<file path="config.mk">
export PLATFORM = sky130hd
export DESIGN_NAME = writeback_tracker
export DESIGN_NICKNAME = d
export VERILOG_FILES = /design/src/rtl/mips_pkg.sv /design/src/rtl/pipe_dest_slot.sv /design/src/rtl/writeback_tracker.sv
export SDC_FILE = /design/constraint.sdc
export NUM_CORES = 1
export LEC_CHECK = 0
export ABC_CLOCK_PERIOD_IN_PS = 2150
export BUFFER_PORTS_ARGS = -buffer_cell sky130_fd_sc_hd__buf_4
export CORE_MARGIN = 8
export CORE_UTILIZATION = 44
export CTS_CLUSTER_SIZE = 12
export DETAILED_ROUTE_END_ITERATION = 10
export HOLD_SLACK_MARGIN = 0.02
export PLACE_DENSITY = 0.84
export SLEW_MARGIN = 5
export SYNTH_ARGS = -nofsm -noshare
export SYNTH_HDL_FRONTEND = slang
export SYNTH_SLANG_ARGS = --single-unit
</file>
<file path="constraint.sdc">
create_clock -name i_clk -period 2.15 [get_ports i_clk]
set_input_delay 0.3225 -clock i_clk [delete_from_list [all_inputs] [get_ports i_clk]]
set_output_delay 0.3225 -clock i_clk [all_outputs]
set_load 0.005 [all_outputs]
</file>
<file path="src/rtl/mips_pkg.sv">
// rtl/mips_pkg.sv - shared MIPS pipeline constants and tracker state type
package mips_pkg;

    localparam int NB_REG_DEF = 5;

    // RegDst encodings
    localparam logic [1:0] REGDST_RT  = 2'b00;
    localparam logic [1:0] REGDST_RD  = 2'b01;
    localparam logic [1:0] REGDST_RA  = 2'b10;
    localparam logic [1:0] REGDST_RSV = 2'b11;

    localparam int REG_RA = 31;

    // Tracker FSM state
    typedef logic [0:0] tracker_state_t;
    localparam tracker_state_t ST_RUN        = 1'b0;
    localparam tracker_state_t ST_LOAD_STALL = 1'b1;

endpackage

</file>
<file path="src/rtl/pipe_dest_slot.sv">
// rtl/pipe_dest_slot.sv - one pipeline slot holding {rd, RegWrite, MemRead}
//
// Ports:
//   i_clk, i_rst_n (sync, active-low), i_halt (hold all state)
//   i_rd, i_RegWrite, i_MemRead  : next slot contents
//   o_rd, o_RegWrite, o_MemRead  : registered slot contents
module pipe_dest_slot #(
    parameter int NB_REG = 5
) (
    input  logic              i_clk,
    input  logic              i_rst_n,
    input  logic              i_halt,
    input  logic [NB_REG-1:0] i_rd,
    input  logic              i_RegWrite,
    input  logic              i_MemRead,
    output logic [NB_REG-1:0] o_rd,
    output logic              o_RegWrite,
    output logic              o_MemRead
);

    // Reset wins over halt so a frozen pipeline can still be cleared.
    always_ff @(posedge i_clk) begin
        if (!i_rst_n) begin
            o_rd       <= '0;
            o_RegWrite <= 1'b0;
            o_MemRead  <= 1'b0;
        end else if (!i_halt) begin
            o_rd       <= i_rd;
            o_RegWrite <= i_RegWrite;
            o_MemRead  <= i_MemRead;
        end
    end

endmodule

</file>
<file path="src/rtl/writeback_tracker.sv">
// rtl/writeback_tracker.sv - EX->M->WB destination tracking and load-use stall
//
// Configuration macro: WRITEBACK_TRACKER_LOAD_USE_EN (defined = build the
// load-use FSM and stall; undefined = o_stall tied 0, no FSM).
//
// Ports:
//   i_clk, i_rst_n (sync, active-low), i_halt (freeze)
//   EX inputs : i_valid_ex, i_rt/rd_from_EX, i_RegDst/RegWrite/MemRead_from_EX
//   ID inputs : i_rs_from_ID, i_rt_from_ID
//   M slot    : o_rd_from_M, o_RegWrite_from_M, o_MemRead_from_M
//   WB slot   : o_rd_from_WB, o_RegWrite_from_WB
//   o_stall   : combinational load-use stall request
module writeback_tracker
    import mips_pkg::*;
#(
    parameter int NB_REG     = NB_REG_DEF,
    parameter int NB_DST_SEL = 2
) (
    input  logic                  i_clk,
    input  logic                  i_rst_n,
    input  logic                  i_halt,
    input  logic                  i_valid_ex,
    input  logic [NB_REG-1:0]     i_rt_from_EX,
    input  logic [NB_REG-1:0]     i_rd_from_EX,
    input  logic [NB_DST_SEL-1:0] i_RegDst_from_EX,
    input  logic                  i_RegWrite_from_EX,
    input  logic                  i_MemRead_from_EX,
    input  logic [NB_REG-1:0]     i_rs_from_ID,
    input  logic [NB_REG-1:0]     i_rt_from_ID,
    output logic [NB_REG-1:0]     o_rd_from_M,
    output logic                  o_RegWrite_from_M,
    output logic                  o_MemRead_from_M,
    output logic [NB_REG-1:0]     o_rd_from_WB,
    output logic                  o_RegWrite_from_WB,
    output logic                  o_stall
);

    logic [NB_REG-1:0] dest;
    logic              mask;
    logic              wr_ex;
    logic              ld_ex;
    logic [NB_REG-1:0] rd_ex;
    logic              m_MemRead_unused_wb;

    // Reserved RegDst resolves to r0, which the dest != 0 term then suppresses.
    always_comb begin
        dest = '0;
        case (i_RegDst_from_EX)
            NB_DST_SEL'(REGDST_RT): dest = i_rt_from_EX;
            NB_DST_SEL'(REGDST_RD): dest = i_rd_from_EX;
            NB_DST_SEL'(REGDST_RA): dest = NB_REG'(REG_RA);
            default:                dest = '0;
        endcase
    end

    assign wr_ex = i_valid_ex & i_RegWrite_from_EX & (dest != '0) & ~mask;
    assign ld_ex = wr_ex & i_MemRead_from_EX;
    // Bubbles (invalid or masked) enter the slot with rd cleared.
    assign rd_ex = (i_valid_ex & ~mask) ? dest : '0;

`ifdef WRITEBACK_TRACKER_LOAD_USE_EN
    tracker_state_t state;
    tracker_state_t state_nxt;
    logic           hazard;

    assign mask   = (state == ST_LOAD_STALL);
    assign hazard = ld_ex & ((dest == i_rs_from_ID) | (dest == i_rt_from_ID));
    assign o_stall = i_rst_n & ~i_halt & (state == ST_RUN) & hazard;

    always_comb begin
        state_nxt = state;
        case (state)
            ST_RUN:        if (o_stall) state_nxt = ST_LOAD_STALL;
            ST_LOAD_STALL: state_nxt = ST_RUN;
            default:       state_nxt = ST_RUN;
        endcase
    end

    // Halt holds the state so a pending bubble lands on the first free cycle.
    always_ff @(posedge i_clk) begin
        if (!i_rst_n) begin
            state <= ST_RUN;
        end else if (!i_halt) begin
            state <= state_nxt;
        end
    end
`else
    logic unused_id;

    assign mask      = 1'b0;
    assign o_stall   = 1'b0;
    assign unused_id = ^{i_rs_from_ID, i_rt_from_ID};
`endif

    pipe_dest_slot #(.NB_REG(NB_REG)) u_slot_m (
        .i_clk      (i_clk),
        .i_rst_n    (i_rst_n),
        .i_halt     (i_halt),
        .i_rd       (rd_ex),
        .i_RegWrite (wr_ex),
        .i_MemRead  (ld_ex),
        .o_rd       (o_rd_from_M),
        .o_RegWrite (o_RegWrite_from_M),
        .o_MemRead  (o_MemRead_from_M)
    );

    pipe_dest_slot #(.NB_REG(NB_REG)) u_slot_wb (
        .i_clk      (i_clk),
        .i_rst_n    (i_rst_n),
        .i_halt     (i_halt),
        .i_rd       (o_rd_from_M),
        .i_RegWrite (o_RegWrite_from_M),
        .i_MemRead  (o_MemRead_from_M),
        .o_rd       (o_rd_from_WB),
        .o_RegWrite (o_RegWrite_from_WB),
        .o_MemRead  (m_MemRead_unused_wb)
    );

endmodule

</file>
**Yosys cells after proc, flatten, opt, wreduce, memory -nomap -nowiden**

Cells that the tools add are included.
Widths: inputs -> output; s select.

- Flip-flop bits (word level): 13
- Output and inout port bits: 14

- Equal/unequal tests: 2
- Muxes and demuxes: 2
- Bitwise logic cells: 3
- Reductions and logical operators: 2

Operators with widths:

| cell | number |
|---|---|
| $pmux 5 s3 | 1 |
| $mux 5 | 1 |
| $reduce_bool 5->1 | 1 |
| $and 1x1->1 | 3 |
| $eq 2x1->1 const B | 1 |
| $eq 2x2->1 const B | 1 |
| $logic_not 2->1 | 1 |

**Longest topological paths before layout**

- Depth after elaboration: 5
- Depth in mapped cells: 4
- Gate-level depth less buffers: 3

**Cells and area by module**

Synthesis repeated with hierarchy kept, for this count alone.

- Cells, all modules: 73
- Area, all modules: 723.2 sq um

Modules (own cells, without submodules):

| module | times used | cells an instance | area each (sq um) | sequential area each (sq um) |
|---|---|---|---|---|
| pipe_dest_slot | 2 | 22 | 265.3 | 140.1 |
| writeback_tracker | 1 | 29 | 192.7 | 0.0 |

**Least setup slack after synthesis**

No wires, ideal clock.

- Path type: input to register
- Start point: input port i_rd_from_EX[1]
- End point: register u_slot_m.o_MemRead
- Library setup time: 0.130 ns
- Data arrival time: 1.104 ns
- Setup slack: 0.916 ns
- Cell stages on the path: 3
- Buffers on the path: 0
- Cell sequence: or4_4 -> o2111ai_2 -> o211ai_1

- Cells in the longest elaborated chain, start to end: 4

RTL lines:

| element | line | source |
|---|---|---|
| from (decl) | writeback_tracker.sv:24 | `input logic [NB_REG-1:0] i_rd_from_EX,` |
| $pmux 5 s3 | writeback_tracker.sv:48 | `case (i_RegDst_from_EX)` |
| $reduce_bool 5->1 | writeback_tracker.sv:56 | `assign wr_ex = i_valid_ex & i_RegWrite_from_EX & (dest != '0) & ~mask;` |
| $and 1x1->1 | writeback_tracker.sv:56 |  |
| $and 1x1->1 | writeback_tracker.sv:57 | `assign ld_ex = wr_ex & i_MemRead_from_EX;` |
| to (signal assigned) | pipe_dest_slot.sv:30 | `o_MemRead <= i_MemRead;` |
| to (decl) | pipe_dest_slot.sv:18 | `output logic o_MemRead` |

No other way between the ends.
A chain may end at the register's enable or synchronous reset.

**Final worst setup path**

- Start point: input port i_RegDst_from_EX[1]
- End point: register u_slot_m.o_RegWrite

- Cells in the longest elaborated chain, start to end: 4
- Elaborated cells between the ends (all ways): 6

RTL lines:

| element | line | source |
|---|---|---|
| from (decl) | writeback_tracker.sv:25 | `input logic [NB_DST_SEL-1:0] i_RegDst_from_EX,` |
| $eq 2x2->1, or another cell as far along | writeback_tracker.sv:48 |  |
| $pmux 5 s3 (*) | writeback_tracker.sv:48 |  |
| $reduce_bool 5->1 (*) | writeback_tracker.sv:56 |  |
| $and 1x1->1 (*) | writeback_tracker.sv:56 |  |
| to (signal assigned) | pipe_dest_slot.sv:29 | `o_RegWrite <= i_RegWrite;` |
| to (decl) | pipe_dest_slot.sv:17 | `output logic o_RegWrite,` |

Every way passes the cells marked *; elsewhere a longest branch is shown, timed or not.

==> metrics.txt <==
status completed; setup_tns 0 ps; Root Buffer clkbuf_4; layout cells sized above 1 0.388; crit path DAT 1290 ps; Final setup viols 0; Yosys warnings 0; All-Layer GR Usage 0.105; Highest Signal Layer met3; sequential fraction of the synthesis area 0.384; ant diodes 0; dpl cell area 887 sq um; synth unique cells 24; detailed-route via count 606; largest net degree at the start of global routing 20; H-tree depth 1; IO Pins 42; total grt overflow 0; antenna violations before repair 0; Via density 5.32; CP peak stage delay 540 ps; Wirelength per Cell 14.4 microns; Die Span Y 55.3 microns; maxcap violations 0; CP Capture Type register; Cell Rows 14; # hold bufs at CTS 0; # port buffers 30; FILL cells 147; worst-path cell chain buf_4, or4_1, nor3_2, o311ai_1; most common flop cell mapped by yosys dfxtp_1; global-route wire length before repair 2.76 mm; unrepaired setup endpoints after global routing false; Final Hold Vio Count 0; part of the power in registers 0.515; CP bufs+invs 1; fmax 0.882 GHz; Final Max Slew Viols 0; starting density of the core 0.461; combinational share of power 0.174; Met1 Wirelength 691 microns; final period utilization 0.527; Yosys top cell area share 0.384; CP top delay family simple AND/OR/NAND/NOR gates; Post-CTS Setup Bufs 0; CP Data Required Time 2310 ps; Multi-input gate area 378 sq um; crit path time final 1130 ps; Worst Setup Path Type in2reg; CTS tree built; PD cells 538 nW/um^2; Synth Register Bits 13; CTS resizes 0; EDFF count, synth 0; drt drc 0; ys async rst share 0; Syn Inst Count 70; Clk Latency, worst-skew pair 270 ps; CTS Buf Count 3; HPWL Detailed 1.29 mm; Clock transition at path regs 80 ps; nets@finish 127; leakage 0.390 nW; Area Overhead vs Synth 34.7%; Cell Int Power 0.000369 W; Crit Path Max Fanout 12; NetSw 0.000123 W; largest area contributor in the netlist dfxtp_1; DRT Wirelength 1.64 mm; Worst setup SP type input pin; die width 55.3 microns; WL met2 815 microns; Clock Power Share 0.310; core area 1470 sq um; Synth Net Count 98; synthesized area 678 sq um; DRT iter0 DRCs 8; Post-DRT Antenna Nets 0; sw frac 0.250; highest-delay cell along the critical path or4_1; VDD IR-drop max 0.000298 V; first drt pass iteration count 3; worst setup skew after layout 6.60 ps; Avg Inst Size Synth 9.69 sq um; number of global-route vias before repair 600; Final Power 0.000492 W; die area 3050 sq um; ranking of synthesized cells by area dfxtp_1, mux2i_1, a211o_1; worst hold path class in2reg; Reg area 260 sq um; routability cong. 0.881; post-route cell area 913 sq um; met3 WL post-DR 132 microns; clk buf depth 2; CTS sink cnt 13
==> stage by stage <==
step,util,hold slack [ps],setup WS (ps),cells
after floorplan,-,459,916,70
after global placement,0.603,463,724,110
after detailed placement,0.603,467,714,110
after CTS,0.621,333,1010,114
after global routing,0.621,341,962,114
final,0.621,337,1020,114
==> worst register-to-register path, delay by kind of cell (launching register included) <==
family,cells,cell delay (ps)
simple gates,1,80
compound gates,1,100
flops,1,360
==> power by group through the flow <==
stage	clock (W)	combinational [W]	sequential, W
final	0.000153	0.0000857	0.000253
after floorplan	0	0.0000420	0.000259
after detailed placement	0	0.0000864	0.000259
after global placement	0	0.0000851	0.000259
after global routing	0.000170	0.0000943	0.000255
after CTS	0.000159	0.0000866	0.000254
==> cells in the final DEF, fill, tap and decap left out <==
master / count
buf_4: 30
dfxtp_1: 13
nor2b_1: 7
mux2i_1: 6
nand2_1: 5
nand2b_1: 5
o31ai_1: 5
a211o_1: 5
a21boi_1: 5
clkbuf_4: 3
nand3_1: 2
and4b_2: 1
inv_1: 1
or4_1: 1
nor3_2: 1
or4_4: 1
o211ai_2: 1
o311ai_1: 1
nand3b_1: 1
o2111ai_2: 1
o211ai_1: 1
conb_1: 1
clkbuf_1: 1
==> layer usage <==
| metal | GRT usage | vias to the layer above |
|---|---|---|
| met1 | 0.119 | 280 |
| met3 | 0.0525 | 0 |
| li1 | - | 307 |
| met4 | 0.0317 | 0 |
| met5 | 0 | - |
| met2 | 0.167 | 19 |
==> layout make-up <==
class	instances	share of cell area
Tap cell	16	0.0219
Sequential cell	13	0.285
Multi-Input combinational cell	50	0.414
Inverter	1	0.00411
Timing Repair Buffer	30	0.247
Clock buffer	4	0.0288
==> final timing paths <==
kind	slack, ps	depth (start not counted)	from	endpoint
max	1020	4	i_RegDst_from_EX[1]	u_slot_m.o_RegWrite
min	340	3	i_rd_from_EX[2]	u_slot_m.o_RegWrite
max reg2reg	1520	2	u_slot_m.o_RegWrite	u_slot_m.o_RegWrite
min reg2reg	480	2	u_slot_m.o_rd[3]	u_slot_m.o_rd[3]
==> synth_stat cells, types with 2 or more instances <==
cell type,n
clkbuf_1,2
buf_2,2
a21boi_1,5
nand2b_1,5
a211o_1,5
mux2i_1,6
o31ai_1,5
nand3_1,2
nor2b_1,7
dfxtp_1,13
nand2_1,5
==> logic make-up (layout without fill, tap and decap cells) <==
group                  after synthesis  after routing  synth area share
AOI/OAI and AO/OA                   19             19             0.240
buffers and inverters                7             35            0.0590
DFF                                 13             13             0.384
muxes                                6              6            0.0886
other                                1              1           0.00553
and+or+nand+nor                     24             24             0.223
==> flip-flops by register name, summed over array words and instances (netlist names) <==
signal / count
u_slot_wb.o_rd: 5
u_slot_m.o_MemRead: 1
u_slot_m.o_rd: 5
u_slot_wb.o_RegWrite: 1
u_slot_m.o_RegWrite: 1
(Power assumes the default switching activity.)
